`config.mk`:
```
export PLATFORM = sky130hd
export DESIGN_NAME = bcd_round_timer_flat
export DESIGN_NICKNAME = d
export VERILOG_FILES = /design/src/rtl/bcd_round_timer_if.sv /design/src/rtl/bcd_round_timer.sv /design/src/flat_wrapper.sv
export SDC_FILE = /design/constraint.sdc
export NUM_CORES = 1
export LEC_CHECK = 0
export CAP_MARGIN = 10
export CORE_MARGIN = 5
export CORE_UTILIZATION = 60
export CTS_CLUSTER_DIAMETER = 80
export CTS_CLUSTER_SIZE = 14
export DETAILED_ROUTE_END_ITERATION = 16
export DONT_BUFFER_PORTS = 1
export PLACE_DENSITY = 0.76
export SYNTH_ARGS = -nofsm -noshare
export SYNTH_HDL_FRONTEND = slang
export SYNTH_SLANG_ARGS = --single-unit
```
`constraint.sdc`:
```
create_clock -name clk -period 4.4 [get_ports clk]
set_input_delay 0.44 -clock clk [delete_from_list [all_inputs] [get_ports clk]]
set_output_delay 0.44 -clock clk [all_outputs]
set_load 0.01 [all_outputs]
```
`src/rtl/bcd_round_timer_if.sv`:
```
// bcd_round_timer_if: button/switch inputs and display outputs of the BCD round timer
interface bcd_round_timer_if #(
    parameter int DIGITS = 2,
    parameter int ROUNDS = 8
);
    logic                  start;
    logic                  recount;
    logic [1:0]            set;
    logic                  fast;
    logic [9*DIGITS-1:0]   seg_led;
    logic [ROUNDS-1:0]     count_led;
    logic                  status_led_r;
    logic                  status_led_g;
    logic                  done;
    logic                  breath_led;

    modport master (
        output start, recount, set, fast,
        input  seg_led, count_led, status_led_r, status_led_g, done, breath_led
    );

    modport slave (
        input  start, recount, set, fast,
        output seg_led, count_led, status_led_r, status_led_g, done, breath_led
    );
endinterface

```
`src/rtl/bcd_round_timer.sv`:
```
// bcd_round_timer: up/down BCD round timer with preset select, round LEDs and status; breathing LED built only with BREATH_LED_EN
module bcd_round_timer #(
    parameter int                    TICK_DIV     = 6000000,
    parameter int                    FAST_DIV     = 1500000,
    parameter int                    DIGITS       = 2,
    parameter int                    ROUNDS       = 8,
    parameter logic [4*DIGITS-1:0]   PRESET0      = 'h10,
    parameter logic [4*DIGITS-1:0]   PRESET1      = 'h24,
    parameter logic [4*DIGITS-1:0]   PRESET2      = 'h60,
    parameter logic [4*DIGITS-1:0]   PRESET3      = 'h99,
    parameter int                    BREATH_STEPS = 4800
) (
    input  logic                 clk,
    input  logic                 rst,
    bcd_round_timer_if.slave     bus
);
    localparam int CW = 4 * DIGITS;
    localparam int DW = $clog2((TICK_DIV > FAST_DIV ? TICK_DIV : FAST_DIV) + 1);
    localparam int RW = $clog2(ROUNDS + 1);

    typedef enum logic [1:0] {PAUSE, RUN, DONE} state_t;

    state_t          state;
    logic [CW-1:0]   count;
    logic [RW-1:0]   rounds;
    logic [DW-1:0]   div;
    logic [1:0]      start_sy, rc_sy, fast_sy, set_sy1, set_sy2, set_d;
    logic            start_d, rc_d, fast_d;
    logic [CW-1:0]   preset, start_val;
    logic [DW-1:0]   div_max;
    logic            start_edge, cfg_chg, fast_chg, tick, wrap;

    function automatic logic [CW-1:0] clamp(input logic [CW-1:0] v);
        clamp = v;
        for (int d = 0; d < DIGITS; d++)
            clamp[4*d+:4] = v[4*d+:4] > 4'd9 ? 4'd9 : v[4*d+:4];
    endfunction

    function automatic logic [CW-1:0] bcd_inc(input logic [CW-1:0] v);
        logic c;
        bcd_inc = v;
        c = 1'b1;
        for (int d = 0; d < DIGITS; d++)
            if (c) begin
                c = (v[4*d+:4] == 4'd9);
                bcd_inc[4*d+:4] = c ? 4'd0 : v[4*d+:4] + 4'd1;
            end
    endfunction

    function automatic logic [CW-1:0] bcd_dec(input logic [CW-1:0] v);
        logic b;
        bcd_dec = v;
        b = 1'b1;
        for (int d = 0; d < DIGITS; d++)
            if (b) begin
                b = (v[4*d+:4] == 4'd0);
                bcd_dec[4*d+:4] = b ? 4'd9 : v[4*d+:4] - 4'd1;
            end
    endfunction

    function automatic logic [6:0] seg7(input logic [3:0] d);
        case (d)
            4'd0:    seg7 = 7'h3f;
            4'd1:    seg7 = 7'h06;
            4'd2:    seg7 = 7'h5b;
            4'd3:    seg7 = 7'h4f;
            4'd4:    seg7 = 7'h66;
            4'd5:    seg7 = 7'h6d;
            4'd6:    seg7 = 7'h7d;
            4'd7:    seg7 = 7'h07;
            4'd8:    seg7 = 7'h7f;
            default: seg7 = 7'h6f;
        endcase
    endfunction

    assign preset     = clamp(set_sy2 == 2'd0 ? PRESET0 :
                              set_sy2 == 2'd1 ? PRESET1 :
                              set_sy2 == 2'd2 ? PRESET2 : PRESET3);
    assign start_val  = rc_sy[1] ? preset : '0;
    assign div_max    = fast_sy[1] ? DW'(FAST_DIV - 1) : DW'(TICK_DIV - 1);
    assign start_edge = start_sy[1] & ~start_d;
    assign cfg_chg    = (rc_sy[1] != rc_d) | (set_sy2 != set_d);
    assign fast_chg   = fast_sy[1] != fast_d;
    assign tick       = (state == RUN) && (div == div_max);
    assign wrap       = rc_sy[1] ? (count == '0) : (count == preset);

    // two-flop synchronizers plus one delayed copy for edge/change detection
    always_ff @(posedge clk or negedge rst) begin
        if (!rst) begin
            start_sy <= '0;
            rc_sy    <= '0;
            fast_sy  <= '0;
            set_sy1  <= '0;
            set_sy2  <= '0;
            start_d  <= 1'b0;
            rc_d     <= 1'b0;
            fast_d   <= 1'b0;
            set_d    <= '0;
        end else begin
            start_sy <= {start_sy[0], bus.start};
            rc_sy    <= {rc_sy[0], bus.recount};
            fast_sy  <= {fast_sy[0], bus.fast};
            set_sy1  <= bus.set;
            set_sy2  <= set_sy1;
            start_d  <= start_sy[1];
            rc_d     <= rc_sy[1];
            fast_d   <= fast_sy[1];
            set_d    <= set_sy2;
        end
    end

    // run/pause/done control with config reload > start edge > tick priority
    always_ff @(posedge clk or negedge rst) begin
        if (!rst) begin
            state  <= PAUSE;
            count  <= '0;
            rounds <= '0;
            div    <= '0;
        end else if (cfg_chg) begin
            state  <= PAUSE;
            count  <= start_val;
            rounds <= '0;
            div    <= '0;
        end else if (start_edge) begin
            div <= '0;
            if (state == RUN)
                state <= PAUSE;
            else begin
                state <= RUN;
                if (state == DONE) begin
                    count  <= start_val;
                    rounds <= '0;
                end
            end
        end else if (state == RUN) begin
            div <= (tick || fast_chg) ? '0 : div + DW'(1);
            if (tick && wrap) begin
                count  <= rc_sy[1] ? preset : '0;
                rounds <= rounds + RW'(1);
                if (rounds == RW'(ROUNDS - 1))
                    state <= DONE;
            end else if (tick)
                count <= rc_sy[1] ? bcd_dec(count) : bcd_inc(count);
        end
    end

    // registered display, round bar and status outputs
    always_ff @(posedge clk or negedge rst) begin
        if (!rst) begin
            bus.seg_led      <= {DIGITS{9'h03f}};
            bus.count_led    <= '1;
            bus.status_led_r <= 1'b0;
            bus.status_led_g <= 1'b1;
            bus.done         <= 1'b0;
        end else begin
            for (int d = 0; d < DIGITS; d++)
                bus.seg_led[9*d+:9] <= {2'b00, seg7(count[4*d+:4])};
            for (int i = 0; i < ROUNDS; i++)
                bus.count_led[i] <= rounds <= RW'(i);
            bus.status_led_r <= state != PAUSE;
            bus.status_led_g <= state != RUN;
            bus.done         <= state == DONE;
        end
    end

`ifdef BREATH_LED_EN
    localparam int BW = $clog2(BREATH_STEPS);

    logic [BW-1:0] pwm, duty;
    logic          ramp_up;

    // PWM period counter and triangular duty ramp, one duty step per period
    always_ff @(posedge clk or negedge rst) begin
        if (!rst) begin
            pwm     <= '0;
            duty    <= '0;
            ramp_up <= 1'b1;
        end else begin
            pwm <= (pwm == BW'(BREATH_STEPS - 1)) ? '0 : pwm + BW'(1);
            if (pwm == BW'(BREATH_STEPS - 1)) begin
                ramp_up <= ramp_up ? (duty != BW'(BREATH_STEPS - 2)) : (duty == BW'(1));
                duty    <= ramp_up ? duty + BW'(1) : duty - BW'(1);
            end
        end
    end

    assign bus.breath_led = !(pwm < duty);
`else
    assign bus.breath_led = 1'b1;
`endif
endmodule
```
`src/flat_wrapper.sv`:
```
// flat-port wrapper written by rule: the top's interface ports become plain ports
module bcd_round_timer_flat 
#(
    parameter int                    TICK_DIV     = 6000000,
    parameter int                    FAST_DIV     = 1500000,
    parameter int                    DIGITS       = 2,
    parameter int                    ROUNDS       = 8,
    parameter logic [4*DIGITS-1:0]   PRESET0      = 'h10,
    parameter logic [4*DIGITS-1:0]   PRESET1      = 'h24,
    parameter logic [4*DIGITS-1:0]   PRESET2      = 'h60,
    parameter logic [4*DIGITS-1:0]   PRESET3      = 'h99,
    parameter int                    BREATH_STEPS = 4800
)
  (clk, rst, bus_start, bus_recount, bus_set, bus_fast, bus_seg_led, bus_count_led, bus_status_led_r, bus_status_led_g, bus_done, bus_breath_led);
  bcd_round_timer_if #(.DIGITS(DIGITS), .ROUNDS(ROUNDS)) bus_i ();
  input  logic clk;
  input  logic rst;
  input wire logic [$bits(bus_i.start)-1:0] bus_start;
  input wire logic [$bits(bus_i.recount)-1:0] bus_recount;
  input wire logic [$bits(bus_i.set)-1:0] bus_set;
  input wire logic [$bits(bus_i.fast)-1:0] bus_fast;
  output wire logic [$bits(bus_i.seg_led)-1:0] bus_seg_led;
  output wire logic [$bits(bus_i.count_led)-1:0] bus_count_led;
  output wire logic [$bits(bus_i.status_led_r)-1:0] bus_status_led_r;
  output wire logic [$bits(bus_i.status_led_g)-1:0] bus_status_led_g;
  output wire logic [$bits(bus_i.done)-1:0] bus_done;
  output wire logic [$bits(bus_i.breath_led)-1:0] bus_breath_led;
  assign bus_i.start = bus_start;
  assign bus_i.recount = bus_recount;
  assign bus_i.set = bus_set;
  assign bus_i.fast = bus_fast;
  assign bus_seg_led = bus_i.seg_led;
  assign bus_count_led = bus_i.count_led;
  assign bus_status_led_r = bus_i.status_led_r;
  assign bus_status_led_g = bus_i.status_led_g;
  assign bus_done = bus_i.done;
  assign bus_breath_led = bus_i.breath_led;
  bcd_round_timer #(.TICK_DIV(TICK_DIV), .FAST_DIV(FAST_DIV), .DIGITS(DIGITS), .ROUNDS(ROUNDS), .PRESET0(PRESET0), .PRESET1(PRESET1), .PRESET2(PRESET2), .PRESET3(PRESET3), .BREATH_STEPS(BREATH_STEPS)) u_core (.clk(clk), .rst(rst), .bus(bus_i));
endmodule
```
==> impl_results.md, run 1 <==
* Outcome: completed
* Critical Path AT at 3.07 ns
* GP Congestion at 0.804
* Largest net degree at the start of global routing at 78
* HP Class: input pin to register
* Fin worst setup slack at 1.56 ns
* Seq/Total Area, Yosys at 0.460
* Top_reg_cell synth: dfrtp_1
* Initial antenna violation count at 0
* Total gr overflow at 0
* Leak at 1.89 nW
* Die width at 94.1 um
* XOR/XNOR Fraction of Synth Area at 0.0557
* Final setup fails at 0
* Cell Pwr Density at 351 nW/um^2
* Vias per std cell at 5.77
* Per-cell routed wire length at 15.8 um
* H-tree depth at 3
* Startpoint types: register
* Post-synthesis adder-cell area fraction at 0.0795
* Simple-gate area share of the yosys netlist at 0.209
* Clk network pwr share at 0.296
* Drt first pass iters at 5
* EDFF count, synth at 0
* Mapped Area at 4250 sq um
* Slew margin rel. at 0.361
* Switching fraction of total power at 0.307
* Pint at 1.08 mW
* Placeable Area at 6830 sq um
* Portion of netlist area occupied by mux cells at 0.0171
* Compound-Gate Fraction of Synth Area at 0.125
* P&R area growth vs syn at 4.51%
* Antenna viol nets, final at 0
* Vias at 2994
* DRT iter0 DRCs at 175
* Final Cycle Share at 0.646
* Final min period at 2.84 ns
* Post-Syn Instances at 426
* RSZ-0062 raised after global routing: false
* Crit path kind: register to register
* Full die area at 8860 sq um
* Worst skew pair latency at 0.35 ns
* #FFs+latches synth at 77
* Port Buffers at 0
* Non-filler cells, final at 519
* Layout net count at 452
* Fraction of layout cells with a size suffix above 1 at 0.135
* DRC violations left at 0
* Critical path required time at 4.63 ns
* Hold Fails Final Rpt at 0
* Async set-or-reset flop fraction in the synthesized netlist at 1.00
* Worst-path fanout max at 12
* Cells after DPL at 501
* IO Count at 37
* Global-route wire length before repair at 13.9 mm
* Clk sinks at 77
* Num CTS Buffers at 9
* CTS tree: built
* Clock skew at 0.00899 ns
* Setup slack at placement at 1.62 ns
* Ys Warns at 0
* Worst R2R Path Depth at 8
* Worst slew pin tran at 0.959 ns
* Unique masters post-synth at 72
* Vias in the first global route at 2857
* Rows at 30
* Crit. End Element: register
* Aggregate routed wire length at 8.19 mm
* Sum Neg Setup Slack at 0 ns
* Initial Util at 0.622
* Die Y at 94.1 um
* Maximum clock rate at 352 MHz
* Max Buffers Root-to-Sink at 2
* Antenna diodes at 0
* Hold Path Cell Cnt at 0
* GRT Total Usage at 0.198
* Mean Syn Cell Area at 9.97 sq um
* Sw power at 0.479 mW
* Dpl hpwl at 5.52 mm
* Peak VDD IR at 0.259 mV
* Clk root buf: clkbuf_8
* Overall power at 1.56 mW
* Worst-path clk slew at 0.08 ns
* Largest family of logic cells by synthesized area: simple AND/OR/NAND/NOR gates
* Slew Viols, Final at 0
* Max_cap viols at 0
* Logic pwr share at 0.154
* Share of power burned in registers at 0.549
* Post CTS Setup Buffer Count at 0
## what timing repair did
item                                    in CTS  in global routing
resized for setup                            0                  0
endpoints found under the setup margin       0                  0
hold buffers                                 2                  0
hold endpoints to repair                    77                  0
## worst max-delay path: stages (launching register included)
cell	delay (ns)
dfrtp_1	0.55
inv_1	0.19
ha_1	0.32
nor3b_1	0.37
nand4_1	0.19
o21ai_2	0.27
o21ai_0	0.22
a21oi_2	0.27
mux2_2	0.36
## power by group through the flow
stage	registers, mW	clock network [mW]	logic (mW)
finish	0.857	0.462	0.240
global route	0.866	0.507	0.274
CTS	0.857	0.475	0.240
detailed placement	0.871	0	0.220
global placement	0.868	0	0.214
floorplan	0.831	0	0.217
## cells in the final DEF, fill, tap and decap left out, types with 2 or more instances in the layout
master / instances
a21boi_0: 2
or3_1: 2
o21ai_0: 17
dfstp_2: 21
nand2b_1: 9
and3_1: 5
nand3_1: 20
or2_2: 2
nor3_1: 7
o22ai_1: 2
nor4bb_1: 2
a21o_1: 5
o211ai_1: 3
clkinvlp_4: 2
nor3b_1: 4
o21a_1: 2
nor2b_1: 3
nor4_1: 2
and4_1: 3
clkinv_2: 3
nand2_1: 41
mux2i_1: 5
and4b_2: 2
dfrtp_1: 56
conb_1: 5
nand4_1: 6
nand3b_1: 6
nor2_1: 31
xnor2_1: 6
a211oi_1: 4
or4b_1: 2
inv_1: 21
a21oi_1: 20
a31oi_1: 3
clkbuf_8: 9
o21bai_1: 6
ha_1: 27
mux2_2: 2
xor2_1: 21
## routing by layer
metal	vias up	routed length, um	share of wire	track usage
met3	15	403	0.049	0.0465
met4	0	147	0.018	0.0806
met1	1448	3840	0.47	0.280
li1	1444	-	-	-
met5	-	0	0	0
met2	87	3800	0.46	0.294
## stage by stage
| step | hold slack (ns) | util | area (sq um) |
|---|---|---|---|
| after floorplan | 0.144 | - | 4260 |
| after global placement | 0.147 | 0.620 | 4240 |
| after detailed placement | 0.148 | 0.620 | 4240 |
| after CTS | 0.103 | 0.650 | 4440 |
| after global routing | 0.0875 | 0.650 | 4440 |
| final | 0.119 | 0.650 | 4440 |
## sequential cells by signal, summed over array words and instances, names as in the netlist
register	count
u_core.fast_sy	2
u_core.rounds	4
u_core.set_sy1	2
u_core.bus.count_led	8
u_core.set_sy2	2
u_core.div	23
u_core.start_sy	2
u_core.bus.done	1
u_core.rc_d	1
u_core.set_d	2
u_core.count	8
u_core.state	2
u_core.start_d	1
u_core.rc_sy	2
u_core.bus.status_led_g	1
u_core.bus.seg_led	14
u_core.fast_d	1
u_core.bus.status_led_r	1
## path summary, 6_finish.rpt
path,from,endpoint,slack [ns]
min reg2reg,u_core.set_sy1[1],u_core.set_sy2[1],0.35
max,u_core.count[1],u_core.count[7],1.56
min in group asynchronous,rst,u_core.bus.done,0.65
max in group asynchronous,rst,u_core.bus.seg_led[9],3.41
max reg2reg,u_core.count[1],u_core.count[7],1.56
min,bus_start,u_core.start_sy[0],0.12
## Yosys cell counts, types with 7 or more instances
cell	count	area (sq um)
ha_1	27	338
nor2_1	31	116
inv_1	21	78.8
nor3_1	7	35.0
a21oi_1	20	100
dfstp_2	21	552
o21ai_0	17	85.1
dfrtp_1	56	1400
nand2b_1	9	56.3
nand2_1	41	154
xor2_1	21	184
clkbuf_1	12	45.0
nand3_1	20	100
## kinds of logic (layout without fill, tap and decap cells)
logic type / count (synthesis) / in the layout
fa+ha+maj: 27 / 27
compound gates: 80 / 80
flops: 77 / 77
buf+inv: 45 / 39
xor+xnor: 27 / 27
mux: 7 / 7
simple gates: 161 / 161
other cells: 2 / 5
## area by class of cell
cell class	count	area, sq um
multi-input combinational	307	2080
clock buffer	10	128
timing repair buffer	2	37.5
tap	96	120
sequential	77	1950
clock inverter	6	38.8
fill	557	2390
inverter	21	78.8
No activity file was read; power rests on OpenSTA's default activity.
==> inputs of run 2 (changes only) <==
Settings changed: CORE_UTILIZATION 60 to 57, PLACE_DENSITY 0.76 to 0.75.
Clock period 4.4 ns to 2.4 ns, I/O delays scaled along.
==> run 2 against run 1 <==
Against the previous run:
- worst hold slack improved by 0.23 ns
- critical path depth fell by 2
- non-clock buffer count is 43 higher
- critical path type unchanged
==> impl_results.md, run 2 (synthesis results as in run 1) <==
* Outcome: completed (unchanged)
* Max stage delay on crit path at 0.56 ns (was 0.55 ns)
* Full die area at 9280 sq um (was 8860 sq um)
* Total gr overflow at 0 (unchanged)
* Switching fraction of total power at 0.299 (was 0.307)
* Cell Pwr Density at 632 nW/um^2 (was 351 nW/um^2)
* Buf+Inv Stages, Crit Path at 0 (was 1)
* Final setup fails at 0 (unchanged)
* Leak at 2.13 nW (was 1.89 nW)
* HP Class: register to register (was input pin to register)
* Die Y at 96.3 um (was 94.1 um)
* Vias at 3223 (was 2994)
* Final min period at 2.34 ns (was 2.84 ns)
* Drt first pass iters at 5 (unchanged)
* Fillers at 544 (was 557)
* R2r setup slk at 0.06 ns (was 1.56 ns)
* Worst-path clk slew at 0.08 ns (about the same)
* Slew Viols, Final at 0 (unchanged)
* Layout net count at 495 (was 452)
* Clk root buf: clkbuf_8 (unchanged)
* Crit. End Element: register (unchanged)
* Crit path kind: register to register (unchanged)
* Final Cycle Share at 0.974 (was 0.646)
* Fraction of layout cells with a size suffix above 1 at 0.221 (was 0.135)
* Startpoint types: register (unchanged)
* Rows at 31 (was 30)
* Dpl hpwl at 5.87 mm (was 5.52 mm)
* Commonest non-fill, non-tap cells in the layout: 56 x dfrtp_1, 41 x nand2_1, 37 x buf_4, 31 x nor2_1, 26 x ha_1 (was 56 x dfrtp_1, 41 x nand2_1, 31 x nor2_1, 27 x ha_1)
* CTS tree: built (unchanged)
* Delay-heaviest family, CP: simple AND/OR/NAND/NOR gates (was compound AO/OA/AOI/OAI gates)
* Setup slack at placement at -0.0275 ns (was 1.62 ns)
* Share of power burned in registers at 0.490 (was 0.549)
* Sum Neg Setup Slack at 0 ns (unchanged)
* Antenna diodes at 0 (unchanged)
* Worst slew pin tran at 0.542 ns (was 0.959 ns)
* Max Buffers Root-to-Sink at 2 (unchanged)
* Worst Hold End: u_core.fast_sy[1] (was u_core.start_sy[0])
* Clk network pwr share at 0.318 (was 0.296)
* Max_cap viols at 0 (unchanged)
* Pint at 2.16 mW (was 1.08 mW)
* Antenna viol nets, final at 0 (unchanged)
* Slew margin rel. at 0.638 (was 0.361)
* Placeable Area at 7250 sq um (was 6830 sq um)
* Vias in the first global route at 3160 (was 2857)
* Slowest cell on crit path: or4_4 (was dfrtp_1)
* Sw power at 0.918 mW (was 0.479 mW)
* GP Congestion at 0.881 (was 0.804)
* Critical path required time at 2.69 ns (was 4.63 ns)
* Post-layout util at 0.671 (was 0.650)
* DRC violations left at 0 (unchanged)
* Hold Path Cell Cnt at 0 (unchanged)
* Worst R2R Path Depth at 6 (was 8)
* Global-route wire length before repair at 14.7 mm (was 13.9 mm)
* Clock skew at 0.00972 ns (was 0.00899 ns)
* DRT iter0 DRCs at 141 (was 175)
* Hold Fails Final Rpt at 0 (unchanged)
* Clk sinks at 77 (unchanged)
* P&R area growth vs syn at 14.5% (was 4.51%)
* Worst skew pair latency at 0.35 ns (about the same)
* Aggregate routed wire length at 8.65 mm (was 8.19 mm)
* RSZ-0062 raised after global routing: true (was false)
* Overall power at 3.08 mW (was 1.56 mW)
* Initial antenna violation count at 0 (unchanged)
* Most common cell after layout, fill and taps aside: dfrtp_1 (unchanged)
* Cell chain of the critical path: or4b_1, a2bb2oi_2, or4_4, or2_4, nor4_2, a21o_1 (was inv_1, ha_1, nor3b_1, nand4_1, o21ai_2, o21ai_0, a21oi_2, mux2_2)
* Largest register FFs at 23 (unchanged)
* Critical Path AT at 2.63 ns (was 3.07 ns)
* Logic pwr share at 0.192 (was 0.154)
* Start of the worst register-to-register path: u_core.div[11] (was u_core.count[1])
* Port Buffers at 0 (unchanged)
* Vias per std cell at 5.70 (was 5.77)
* Die width at 96.3 um (was 94.1 um)
* Largest net degree at the start of global routing at 78 (unchanged)
* Per-cell routed wire length at 15.3 um (was 15.8 um)
* IO Count at 37 (unchanged)
* Reg-to-reg endpoint: u_core.count[1] (was u_core.count[7])
* Peak VDD IR at 0.362 mV (was 0.259 mV)
* Initial Util at 0.586 (was 0.622)
* Largest registers: u_core.div (23), u_core.bus.seg_led (14) (unchanged)
* Biggest register: u_core.div (unchanged)
* GRT Total Usage at 0.205 (was 0.198)
* Num CTS Buffers at 9 (unchanged)
* Maximum clock rate at 428 MHz (was 352 MHz)
* Worst hold start: u_core.fast_sy[0] (was bus_start)
* Fin worst setup slack at 0.0616 ns (was 1.56 ns)
* H-tree depth at 3 (unchanged)
* Worst-path fanout max at 3 (was 12)
[run 2: cell types whose count changed in the layout (fill, tap and decap cells not counted), sizes merged]
cell,before,now
bufinv,0,1
clkbuf,10,11
clkinvlp,2,3
buf,1,39
inv,22,21
dlygate4sd3,1,6
clkinv,3,1
[run 2: what timing repair did]
action | 4_1_cts | 5_1_grt
hold buffers | 7 | 0
gates resized for setup | 2 | 12
cloned | 0 | 0
pin swaps | 1 | 5
setup buffers | 2 | 3
endpoints found under the setup margin | 2 | 17
endpoints found under the hold margin | 82 | 0
[run 2: stage by stage]
stage / instance area, sq um / hold slack (ns) / std cells
after floorplan: 4260 / -0.0556 / 429
after global placement: 4490 / -0.0530 / 537
after detailed placement: 4490 / -0.0532 / 537
after CTS: 4790 / 0.354 / 562
after global routing: 4860 / 0.374 / 565
final: 4860 / 0.353 / 565
[run 2: power by group through the flow]
stage	clock network [mW]	registers [mW]	logic, mW
after global placement	0	1.53	0.512
final	0.977	1.51	0.590
after CTS	0.994	1.51	0.573
after global routing	1.05	1.52	0.662
after detailed placement	0	1.53	0.527
after floorplan	0	1.52	0.397
[run 2: final cells by class]
cell class              instances  area (sq um)  share of cell area
inverters                      21          78.8              0.0162
flip-flops and latches         77          1950               0.401
multi-input cells             307          2140               0.440
repair buffers                 45           377              0.0774
well taps                      99           124              0.0255
clock buffers                  11           131              0.0270
clock inverters                 5          61.3              0.0126
[run 2: worst max-delay path by stage]
stage,to,cells past startpoint,from
after CTS,u_core.div[12],7,u_core.fast_sy[1]
after global routing,u_core.count[1],7,u_core.div[0]
final,u_core.count[1],6,u_core.div[11]
after floorplan,u_core.count[7],7,u_core.div[5]
after detailed placement,u_core.count[7],6,u_core.div[11]
after global placement,u_core.count[7],6,u_core.div[11]
[run 2: metal layers]
metal,part of all wire,up-vias,global-route usage
li1,-,1540,-
met1,0.46,1592,0.279
met2,0.47,76,0.319
met3,0.044,15,0.0407
met4,0.023,0,0.0888
met5,0,-,0
